===== config.mk =====
export PLATFORM = sky130hd
export DESIGN_NAME = debounce_bank
export DESIGN_NICKNAME = d
export VERILOG_FILES = /design/src/rtl/debounce_pkg.sv /design/src/rtl/debounce_chan.sv /design/src/rtl/debounce_bank.sv
export SDC_FILE = /design/constraint.sdc
export NUM_CORES = 1
export LEC_CHECK = 0
export ABC_AREA = 1
export BUFFER_PORTS_ARGS = -buffer_cell sky130_fd_sc_hd__buf_2
export CAP_MARGIN = 20
export CORE_UTILIZATION = 54
export DETAILED_ROUTE_END_ITERATION = 10
export PLACE_DENSITY = 0.75
export SYNTH_ARGS = -nofsm -noshare
export SYNTH_HDL_FRONTEND = slang
export SYNTH_SLANG_ARGS = --single-unit

===== constraint.sdc =====
create_clock -name clk -period 1.49 [get_ports clk]
set_input_delay 0.0745 -clock clk [delete_from_list [all_inputs] [get_ports clk]]
set_output_delay 0.0745 -clock clk [all_outputs]
set_load 0.01 [all_outputs]

===== src/rtl/debounce_pkg.sv =====
// Shared types and widths for the multi-channel debouncer.
package debounce_pkg;

    typedef enum logic [1:0] {ZERO, MID01, ONE, MID10} db_state_t;

    localparam int CNT_W  = 4;
    localparam int HOLD_W = 8;

endpackage


===== src/rtl/debounce_chan.sv =====
// One debounce channel: 2-flop synchroniser, debounce FSM, edge strobes and,
// when LONGPRESS_EN is defined, a long-press hold strobe.
import debounce_pkg::*;

module debounce_chan #(
    parameter int   STABLE_TICKS = 2,
    parameter int   LONG_TICKS   = 50,
    parameter logic ACTIVE_LOW   = 1'b1
) (
    input  logic clk,
    input  logic rst_n,
    input  logic tick,
    input  logic sw_raw,
    output logic db,
    output logic rise,
    output logic fall,
    output logic hold
);

    localparam logic [CNT_W-1:0] LAST = CNT_W'(STABLE_TICKS - 1);

    logic [1:0]       sync_pipe;
    logic             s;
    db_state_t        state;
    logic [CNT_W-1:0] cnt;
    logic             last;
    logic             enter_one;
    logic             enter_zero;

    // Reset to the inactive raw level so s starts at 0 for either polarity.
    always_ff @(posedge clk or negedge rst_n) begin
        if (!rst_n) sync_pipe <= {2{ACTIVE_LOW}};
        else        sync_pipe <= {sync_pipe[0], sw_raw};
    end

    assign s          = sync_pipe[1] ^ ACTIVE_LOW;
    assign last       = (cnt == LAST);
    assign enter_one  = (state == MID01) && s  && tick && last;
    assign enter_zero = (state == MID10) && !s && tick && last;

    always_ff @(posedge clk or negedge rst_n) begin
        if (!rst_n) begin
            state <= ZERO;
            cnt   <= '0;
            db    <= 1'b0;
            rise  <= 1'b0;
            fall  <= 1'b0;
        end else begin
            rise <= 1'b0;
            fall <= 1'b0;
            case (state)
                ZERO: if (s) begin
                    state <= MID01;
                    cnt   <= '0;
                end
                MID01: begin
                    if (!s)             state <= ZERO;
                    else if (enter_one) begin
                        state <= ONE;
                        db    <= 1'b1;
                        rise  <= 1'b1;
                    end else if (tick)  cnt <= cnt + 1'b1;
                end
                ONE: if (!s) begin
                    state <= MID10;
                    cnt   <= '0;
                end
                MID10: begin
                    if (s)               state <= ONE;
                    else if (enter_zero) begin
                        state <= ZERO;
                        db    <= 1'b0;
                        fall  <= 1'b1;
                    end else if (tick)   cnt <= cnt + 1'b1;
                end
                default: begin
                    state <= ZERO;
                    db    <= 1'b0;
                end
            endcase
        end
    end

`ifdef LONGPRESS_EN
    logic [HOLD_W-1:0] hcnt;

    // Counter saturates at LONG_TICKS, giving one hold strobe per press.
    always_ff @(posedge clk or negedge rst_n) begin
        if (!rst_n) begin
            hcnt <= '0;
            hold <= 1'b0;
        end else begin
            hold <= 1'b0;
            if (enter_zero || enter_one) begin
                hcnt <= '0;
            end else if (tick && db && hcnt < HOLD_W'(LONG_TICKS)) begin
                hcnt <= hcnt + 1'b1;
                if (hcnt == HOLD_W'(LONG_TICKS - 1)) hold <= 1'b1;
            end
        end
    end
`else
    logic [HOLD_W-1:0] unused_long;
    assign unused_long = HOLD_W'(LONG_TICKS);
    assign hold        = 1'b0;
`endif

endmodule


===== src/rtl/debounce_bank.sv =====
// CH-channel button/switch debouncer sharing one tick prescaler.
// Optional long-press strobe on hold[] is enabled by defining LONGPRESS_EN.
import debounce_pkg::*;

module debounce_bank #(
    parameter int            CH           = 4,
    parameter int            PRESCALE     = 1_000_000,
    parameter int            STABLE_TICKS = 2,
    parameter logic [CH-1:0] ACTIVE_LOW   = {CH{1'b1}},
    parameter int            LONG_TICKS   = 50
) (
    input  logic          clk,
    input  logic          rst_n,
    input  logic [CH-1:0] sw_raw,
    output logic [CH-1:0] db,
    output logic [CH-1:0] rise,
    output logic [CH-1:0] fall,
    output logic          tick,
    output logic [CH-1:0] hold
);

    localparam int PW = (PRESCALE > 1) ? $clog2(PRESCALE) : 1;

    logic [PW-1:0] pcnt;

    assign tick = (pcnt == PW'(PRESCALE - 1));

    always_ff @(posedge clk or negedge rst_n) begin
        if (!rst_n)    pcnt <= '0;
        else if (tick) pcnt <= '0;
        else           pcnt <= pcnt + 1'b1;
    end

    for (genvar gi = 0; gi < CH; gi++) begin : g_chan
        debounce_chan #(
            .STABLE_TICKS (STABLE_TICKS),
            .LONG_TICKS   (LONG_TICKS),
            .ACTIVE_LOW   (ACTIVE_LOW[gi])
        ) u_chan (
            .clk    (clk),
            .rst_n  (rst_n),
            .tick   (tick),
            .sw_raw (sw_raw[gi]),
            .db     (db[gi]),
            .rise   (rise[gi]),
            .fall   (fall[gi]),
            .hold   (hold[gi])
        );
    end

endmodule

# Word-level counts from Yosys, hierarchy flattened
# Index checks and enable logic that the tools add are counted.
# classes
reduce_logical	44
bitwise	4
n_mux	105
add_sub_neg	5
eq_ne	57
# op_table
operator	count
two-way mux 4 bit	28
case mux 4 bit (4 select lines)	4
two-way mux 2 bit	24
two-way mux 1 bit	40
!= test 2 x 1 -> 1 bit (second input constant)	16
!= test 2 bit (second input constant)	16
case mux 2 bit (4 select lines)	4
logical AND 1 bit	24
AND reduction 6 bit	4
adder 20 x 1 -> 20 bit (second input constant)	1
equality test 20 bit (second input constant)	1
two-way mux 20 bit	1
AND reduction 5 bit	4
adder 4 x 1 -> 4 bit (second input constant)	4
equality test 2 bit (second input constant)	8
equality test 4 x 1 -> 1 bit (second input constant)	4
AND reduction 4 bit	4
!= test 3 x 1 -> 1 bit (second input constant)	4
!= test 3 bit (second input constant)	4
equality test 2 x 1 -> 1 bit (second input constant)	4
logical NOT 2 bit	4
case mux 1 bit (2 select lines)	4
nonzero test 2 bit	4
NOT 1 bit	4
# word_totals
out_inout_bits	17
regBits	64

# Longest topological paths before layout
# Gate-level depths: netlist (run 1).
# logic_depth
depth_word	7
mapped_depth	12

# Modules after synthesis
# Synthesis (run 1) repeated with hierarchy kept, for this count alone.
# unflattened
cells_unflattened	438
area_unflattened_um2	3427.0
# modules_own_cells
mod	area_per_inst_um2	cells_per_inst	n_inst
debounce_chan	555.5	69	4
debounce_bank	1204.9	162	1

# Worst setup path before layout (run 1)
# No wires, ideal clock.
# synth_path
path_kind	reg-to-reg
start	register pcnt[0]
end	register g_chan[1].u_chan.cnt[1]
slack_ns	-0.110
setup_time_ns	0.126
arrival_ns	1.474
stages_incl_launch_ff	11
path_cell_list	dfrtp_1 ha_1 nand3_2 inv_2 nand3_1 nor2_4 nand2_1 nand3_4 clkinv_2 nand2_1 o21ai_0
# synth_between
elab_chain_len	5
# synth_rtl
element	line	text
start: declaration	debounce_bank.sv:24	logic [PW-1:0] pcnt;
start signal: assignment	debounce_bank.sv:31	else pcnt <= pcnt + 1'b1;
equality test 20 bit (*)	debounce_bank.sv:26	assign tick = (pcnt == PW'(PRESCALE - 1));
via tick	debounce_bank.sv:18	output logic tick,
two-way mux 4 bit (tied with other cells) (3 in series)	n/a	
case mux 4 bit (4 select lines) or AND reduction 6 bit (tied branches)	n/a	
end signal: assignment	debounce_chan.sv:62	end else if (tick) cnt <= cnt + 1'b1;
end signal: assignment	debounce_chan.sv:74	end else if (tick) cnt <= cnt + 1'b1;
end: declaration	debounce_chan.sv:25	logic [CNT_W-1:0] cnt;
# The timed path passes the listed nets; every way through them passes the cells marked *. The select of a mux whose other input is x is not followed.
# A chain may end at the register's enable or synchronous reset.

==> results of run 1 <==
## synth_stat cells, drive strengths merged
| master | number | area share [%] |
|---|---|---|
| clkinv | 1 | 0.15 |
| o21ai | 15 | 2.2 |
| nor4 | 5 | 1.1 |
| o31ai | 5 | 1.1 |
| buf | 17 | 3.9 |
| nand2 | 83 | 10 |
| nor3 | 10 | 1.5 |
| conb | 1 | 0.11 |
| ha | 9 | 3.3 |
| a31oi | 1 | 0.18 |
| and2 | 3 | 0.55 |
| nand4 | 9 | 1.7 |
| nand3b | 1 | 0.22 |
| o21a | 2 | 0.44 |
| nand3 | 32 | 6.3 |
| dfstp | 8 | 6.2 |
| o211ai | 1 | 0.22 |
| nor2 | 47 | 5.8 |
| dfrtp | 56 | 41 |
| xnor2 | 1 | 0.26 |
| xor2 | 19 | 4.9 |
| or2 | 5 | 0.92 |
| inv | 58 | 6.4 |
| a21oi | 11 | 1.6 |
## per-layer routing
layer	up-vias	global-route usage [%]	wire [um]
met5	-	0	0
met1	1597	30.95	3808
li1	1506	-	-
met4	0	9.464	391
met3	40	6.667	558
met2	124	47.08	5046
## worst min-delay path: stages
cell and delay, ns:
dlygate4sd3_1 0.52, buf_2 0.11, buf_4 0.34
## worst max-delay path by stage
stage / start / end / slack [ns] / cells past startpoint
after CTS: pcnt[12] / g_chan[3].u_chan.state[0] / -0.14 / 11
after detailed placement: pcnt[1] / g_chan[1].u_chan.cnt[1] / -0.23 / 10
after global routing: pcnt[1] / flip-flop / -0.41 / 8
after floorplan: pcnt[0] / g_chan[0].u_chan.state[0] / -0.05 / 9
after global placement: pcnt[1] / g_chan[1].u_chan.rise / -0.15 / 8
final: pcnt[1] / flip-flop / -0.33 / 8
## sequential cells by signal, summed over array words and instances, names as in the netlist, named ones only
signal	count
g_chan.u_chan.cnt	16
g_chan.u_chan.db	4
g_chan.u_chan.fall	4
g_chan.u_chan.rise	4
g_chan.u_chan.state	4
g_chan.u_chan.sync_pipe	8
pcnt	20
## where the power goes
part | switching [mW] | total [mW] | leakage [nW] | internal, mW
sequential | 0.170 | 2.14 | 0.825 | 1.97
clock | 0.642 | 1.37 | 0.0992 | 0.732
combinational | 1.17 | 2.09 | 1.63 | 0.921
## repair_timing
| action | 4_1_cts | 5_1_grt |
|---|---|---|
| endpoints found under the setup margin | 40 | 47 |
| resized for setup | 30 | 84 |
| hold endpoints to repair | 60 | 0 |
| pin swaps | 11 | 37 |
| buffers inserted | 12 | 14 |
| hold buffers | 5 | 0 |
## area by class of cell
cell class / instances / area (sq um)
clock buffer: 13 / 168.9
clock inverter: 3 / 15.01
fill: 321 / 1107
inverter: 59 / 234.0
multi-input combinational: 263 / 1807
sequential: 64 / 1612
tap: 75 / 93.84
timing repair buffer: 124 / 953.4
## kinds of logic after synthesis
| family | after synthesis | synth area share, % |
|---|---|---|
| AND/OR/NAND/NOR | 195 | 28.06 |
| adder cells (fa/ha/maj) | 9 | 3.302 |
| flip-flops | 64 | 47.25 |
| AO/OA/AOI/OAI | 35 | 5.759 |
| XOR/XNOR | 20 | 5.136 |
| buffers and inverters | 76 | 10.38 |
| other | 1 | 0.1099 |
## per-stage QoR
step,worst slack (ns),std cells
after floorplan,-0.04730,403
after global placement,-0.1547,555
after detailed placement,-0.2266,555
after CTS,-0.1435,588
after global routing,-0.4063,601
final,-0.3336,601
==> qor.yml, run 1 <==
run_status:
  outcome: "finished, violations left"
  violations: "setup timing"
detailed_routing:
  avgViaCountPerCell: 5.436
  drc_errors: 0
  wirelength_um: 9805
  ant_nets: 0
  drtIter0Drc: 263
  drt-pass1-iter-count: 5
  vias: 3267
  wl_per_cell_um: 16.31
setup_path:
  critical_path_class: "reg2reg"
  cp.arrival_ns: 2.10
  r2r-start: "pcnt[1]"
  crit_path_top_delay_cell: "dfrtp_1"
  reg2reg_depth: 8
  regToRegSetupSlack_ns: -0.33
  path_max_fanout: 4
  timing.critical_path.buf_inv: 1
  cp_top_family: "simple AND/OR/NAND/NOR gates"
  slowest_delay_ns: 0.40
  required_ns: 1.76
  path_cells: "ha_4 -> nand3_4 -> nor4_1 -> buf_4 -> nand3_1 -> nor3_1 -> a21oi_1 -> nand2_1"
  end_kind: "flip-flop"
  startpoint_type: "flip-flop"
synth:
  yosysWarnings: 0
  yosys.cell_types.count: 34
  synthCells: 400
  synth_seq_cells: 64
  synth_area_sq_um: 3411
  synth_area_per_cell_sq_um: 8.527
  ys_seq_area_share_pct: 47.25
clocking:
  clock_latency_ns: 0.34
  numCtsBuffers: 9
  cts-root-buf: "clkbuf_8"
  cts_tree: "yes"
  clockBufferDepth: 2
  clkSinkCount: 64
  path_clk_slew_ns: 0.07
  h-tree-depth: 3
power_and_ir_drop:
  p_leak_nw: 2.551
  p_total_mw: 5.610
  ir_worst_vdd_mv: 1.074
  power.density_nw_per_um2: 1149
timing:
  finClkSkew_ns: 0.009965
  finalHoldViolations: 0
  setup_tns_ns: -6.786
  period_needed_ns: 1.824
  clock.fmax_mhz: 548.4
  slew_violations: 0
  final-setup-viol-count: 48
  layout_setup_ws_ns: -0.3336
  rsz0062_at_grt: "true"
  period_share_pct: 122.4
  hold_ws_ns: 0.2825
global_route:
  overflow: 0
  grt_pass1_vias: 3028
  grt_pass1_wl_um: 13140
  antenna_found_initial: 0
  track_usage_pct: 26.57
  grt_max_degree: 36
placement:
  place_congestion: 0.9539
  post-dp-hpwl_um: 5412
  dpl_cell_area_sq_um: 4091
  port_buffers: 18
finish:
  post-route-util_pct: 81.52
  drive_gt1_share_pct: 46.96
  area_growth_pct: 43.18
  fin_area_sq_um: 4883
  final_common_cell: "buf_4"
  mostFrequentLayoutCells: "buf_4, nand2_1, dfrtp_1, inv_1, nor2_1"
  diodes: 0
  nNetsFinal: 536
hold_path:
  hold_path_class: "in2async"
die:
  fp.dieW_um: 81.48
  die_area_sq_um: 6638
  std_cell_rows: 28
  core_area_sq_um: 5991
  initial_core_util_pct: 56.93
  die_h_um: 81.48
  num_io_pins: 23
flow_run:
  cap_violations: 0
(Power assumes the default switching activity.)
==> inputs of run 2 (changes only) <==
==> constraint.sdc (replaced) <==
create_clock -name clk -period 1.49 [get_ports clk]
set_input_delay 0.0745 -clock clk [delete_from_list [all_inputs] [get_ports clk]]
set_output_delay 0.0745 -clock clk [all_outputs]
set_load 0.005 [all_outputs]
==> run 2 against run 1 <==
- the run still ends with setup timing left
- clock-buffer cell count unchanged
- final area increased by 1.1%
- first-iteration DRC count fell by 12%
- die area is the same
- combinational power grew 7%
==> qor.yml, run 2 (synthesis results as in run 1) <==
finish:
  multiInputGateArea_sq_um: 1836  # +1.6%
  diodes: 0  # unchanged
  largest_register: "pcnt"
  area_growth_pct: 44.79
  largest_reg_flops: 20  # unchanged
  post-route-util_pct: 82.44  # +0.92 points
  nNetsFinal: 536  # unchanged
  stdcell_count: 601  # unchanged
  mostFrequentLayoutCells: "buf_4, nand2_1, dfrtp_1, inv_1, nor2_1"
  final_common_cell: "buf_4"
  seq_area_sq_um: 1613  # about the same
  n_fill_cell: 311  # -3.1%
  drive_gt1_share_pct: 45.82  # -1.1 points
  top_regs: "pcnt: 20 flops, g_chan.u_chan.cnt: 16 flops, g_chan.u_chan.sync_pipe: 8 flops"
detailed_routing:
  vias: 3257  # -0.31%
  wirelength_um: 9481  # -3.3%
  ant_nets: 0  # unchanged
  drtIter0Drc: 231  # -12%
  drt-pass1-iter-count: 4  # -1
  wl_per_cell_um: 15.78  # -3.3%
  avgViaCountPerCell: 5.419  # -0.31%
  drc_errors: 0  # unchanged
setup_path:
  required_ns: 1.74  # -0.02 ns
  startpoint_type: "flip-flop"
  path_max_fanout: 5  # +1
  critical_path_class: "reg2reg"
  end_kind: "flip-flop"
  cp.arrival_ns: 2.02  # -0.08 ns
clocking:
  cts-root-buf: "clkbuf_8"
  clkSinkCount: 64  # unchanged
  path_clk_slew_ns: 0.07  # about the same
  cts_tree: "yes"
  clock_latency_ns: 0.34  # about the same
  clockBufferDepth: 2  # unchanged
  numCtsBuffers: 9  # unchanged
  h-tree-depth: 3  # unchanged
timing:
  period_share_pct: 119.3  # -3.1 points
  finClkSkew_ns: 0.006818  # -0.003147 ns
  layout_setup_ws_ns: -0.2869  # +0.04670 ns
  rsz0062_at_grt: "true"
  period_needed_ns: 1.777  # -0.04670 ns
  slew_violations: 0  # unchanged
  setup_tns_ns: -8.232  # -1.446 ns
  final-setup-viol-count: 44  # -8.3%
  finalHoldViolations: 0  # unchanged
  clock.fmax_mhz: 562.8  # +2.6%
placement:
  port_buffers: 18  # unchanged
  place_congestion: 0.8846  # -7.3%
  dp.cells: 555  # unchanged
  post-dp-hpwl_um: 5506  # +1.7%
global_route:
  grt_max_degree: 65  # +81%
  grt_pass1_wl_um: 13480  # +2.6%
  grt_pass1_vias: 3126  # +3.2%
  overflow: 0  # unchanged
  track_usage_pct: 27.07  # +0.50 points
  antenna_found_initial: 0  # unchanged
run_status:
  violations: "setup timing"
  outcome: "finished, violations left"
flow_run:
  cap_violations: 0  # unchanged
hold_path:
  hold_path_class: "in2async"
power_and_ir_drop:
  ir_worst_vdd_mv: 1.036  # -3.5%
  power.density_nw_per_um2: 1198  # +4.3%
  p_leak_nw: 2.587  # +1.4%
die:
  std_cell_rows: 28  # unchanged
  die_h_um: 81.48  # unchanged
  initial_core_util_pct: 56.93  # unchanged
  fp.dieW_um: 81.48  # unchanged
  die_area_sq_um: 6638  # unchanged
  num_io_pins: 23  # unchanged
  core_area_sq_um: 5991  # unchanged
[run 2: layer usage]
| metal | up-vias | wire [um] | track usage [%] |
|---|---|---|---|
| li1 | 1503 | - | - |
| met1 | 1607 | 3716 | 31.18 |
| met2 | 109 | 4991 | 48.17 |
| met3 | 38 | 420 | 6.778 |
| met4 | 0 | 352 | 10.00 |
| met5 | - | 0 | 0 |
[run 2: power breakdown]
group	leakage, nW	switching, mW	internal, mW
Sequential	0.823	0.180	1.97
Combinational	1.66	1.26	0.966
Clock	0.103	0.670	0.861
Total	2.59	2.11	3.80
[run 2: timing repair]
action | in CTS | in global routing
gates cloned | 0 | 0
setup buffers | 17 | 9
endpoints found under the hold margin | 60 | 0
pin swaps | 14 | 26
hold buffers | 5 | 0
gates resized for setup | 39 | 78
setup endpoints to repair | 40 | 50
[run 2: critical path, stage by stage (launching register included)]
cell and delay [ns]:
dfrtp_1 0.40, inv_2 0.09, nand2_4 0.05, nor2_4 0.16
inv_2 0.08, nor2_4 0.21, nand2_4 0.10, buf_6 0.15
nand2_2 0.07, nand3_4 0.11, inv_4 0.10, nand2_1 0.05
o21ai_1 0.11
[run 2: through the flow]
step	power, mW	hold slack, ns	setup slack [ns]	instance area [sq um]
CTS	5.633	0.2972	-0.1627	4627
detailed placement	3.919	0.1186	-0.2153	4095
finish	5.916	0.2751	-0.2869	4938
global placement	3.826	0.1143	-0.1072	4095
floorplan	3.177	-0.2211	-0.02607	3460
global route	6.207	0.3186	-0.3432	4938
[run 2: final timing paths]
kind | endpoint | slack (ns) | depth (start not counted) | start
setup / recovery | g_chan[1].u_chan.cnt[1] | -0.29 | 12 | pcnt[8]
hold / removal | pcnt[4] | 0.28 | 3 | rst_n
setup reg to reg | g_chan[1].u_chan.cnt[1] | -0.29 | 12 | pcnt[8]
hold reg to reg | g_chan[0].u_chan.sync_pipe[1] | 0.35 | 0 | g_chan[0].u_chan.sync_pipe[0]
max in group asynchronous | g_chan[3].u_chan.sync_pipe[1] | 0.90 | 3 | rst_n
min in group clk | g_chan[0].u_chan.sync_pipe[1] | 0.35 | 0 | g_chan[0].u_chan.sync_pipe[0]
[run 2: area by class of cell]
class                   instances  share of cell area, %
multi-input cells             263                  37.17
clock inverters                 3                 0.8107
clock buffers                  13                  3.218
repair buffers                124                  19.56
inverters                      59                  4.687
flip-flops and latches         64                  32.66
well taps                      75                  1.900
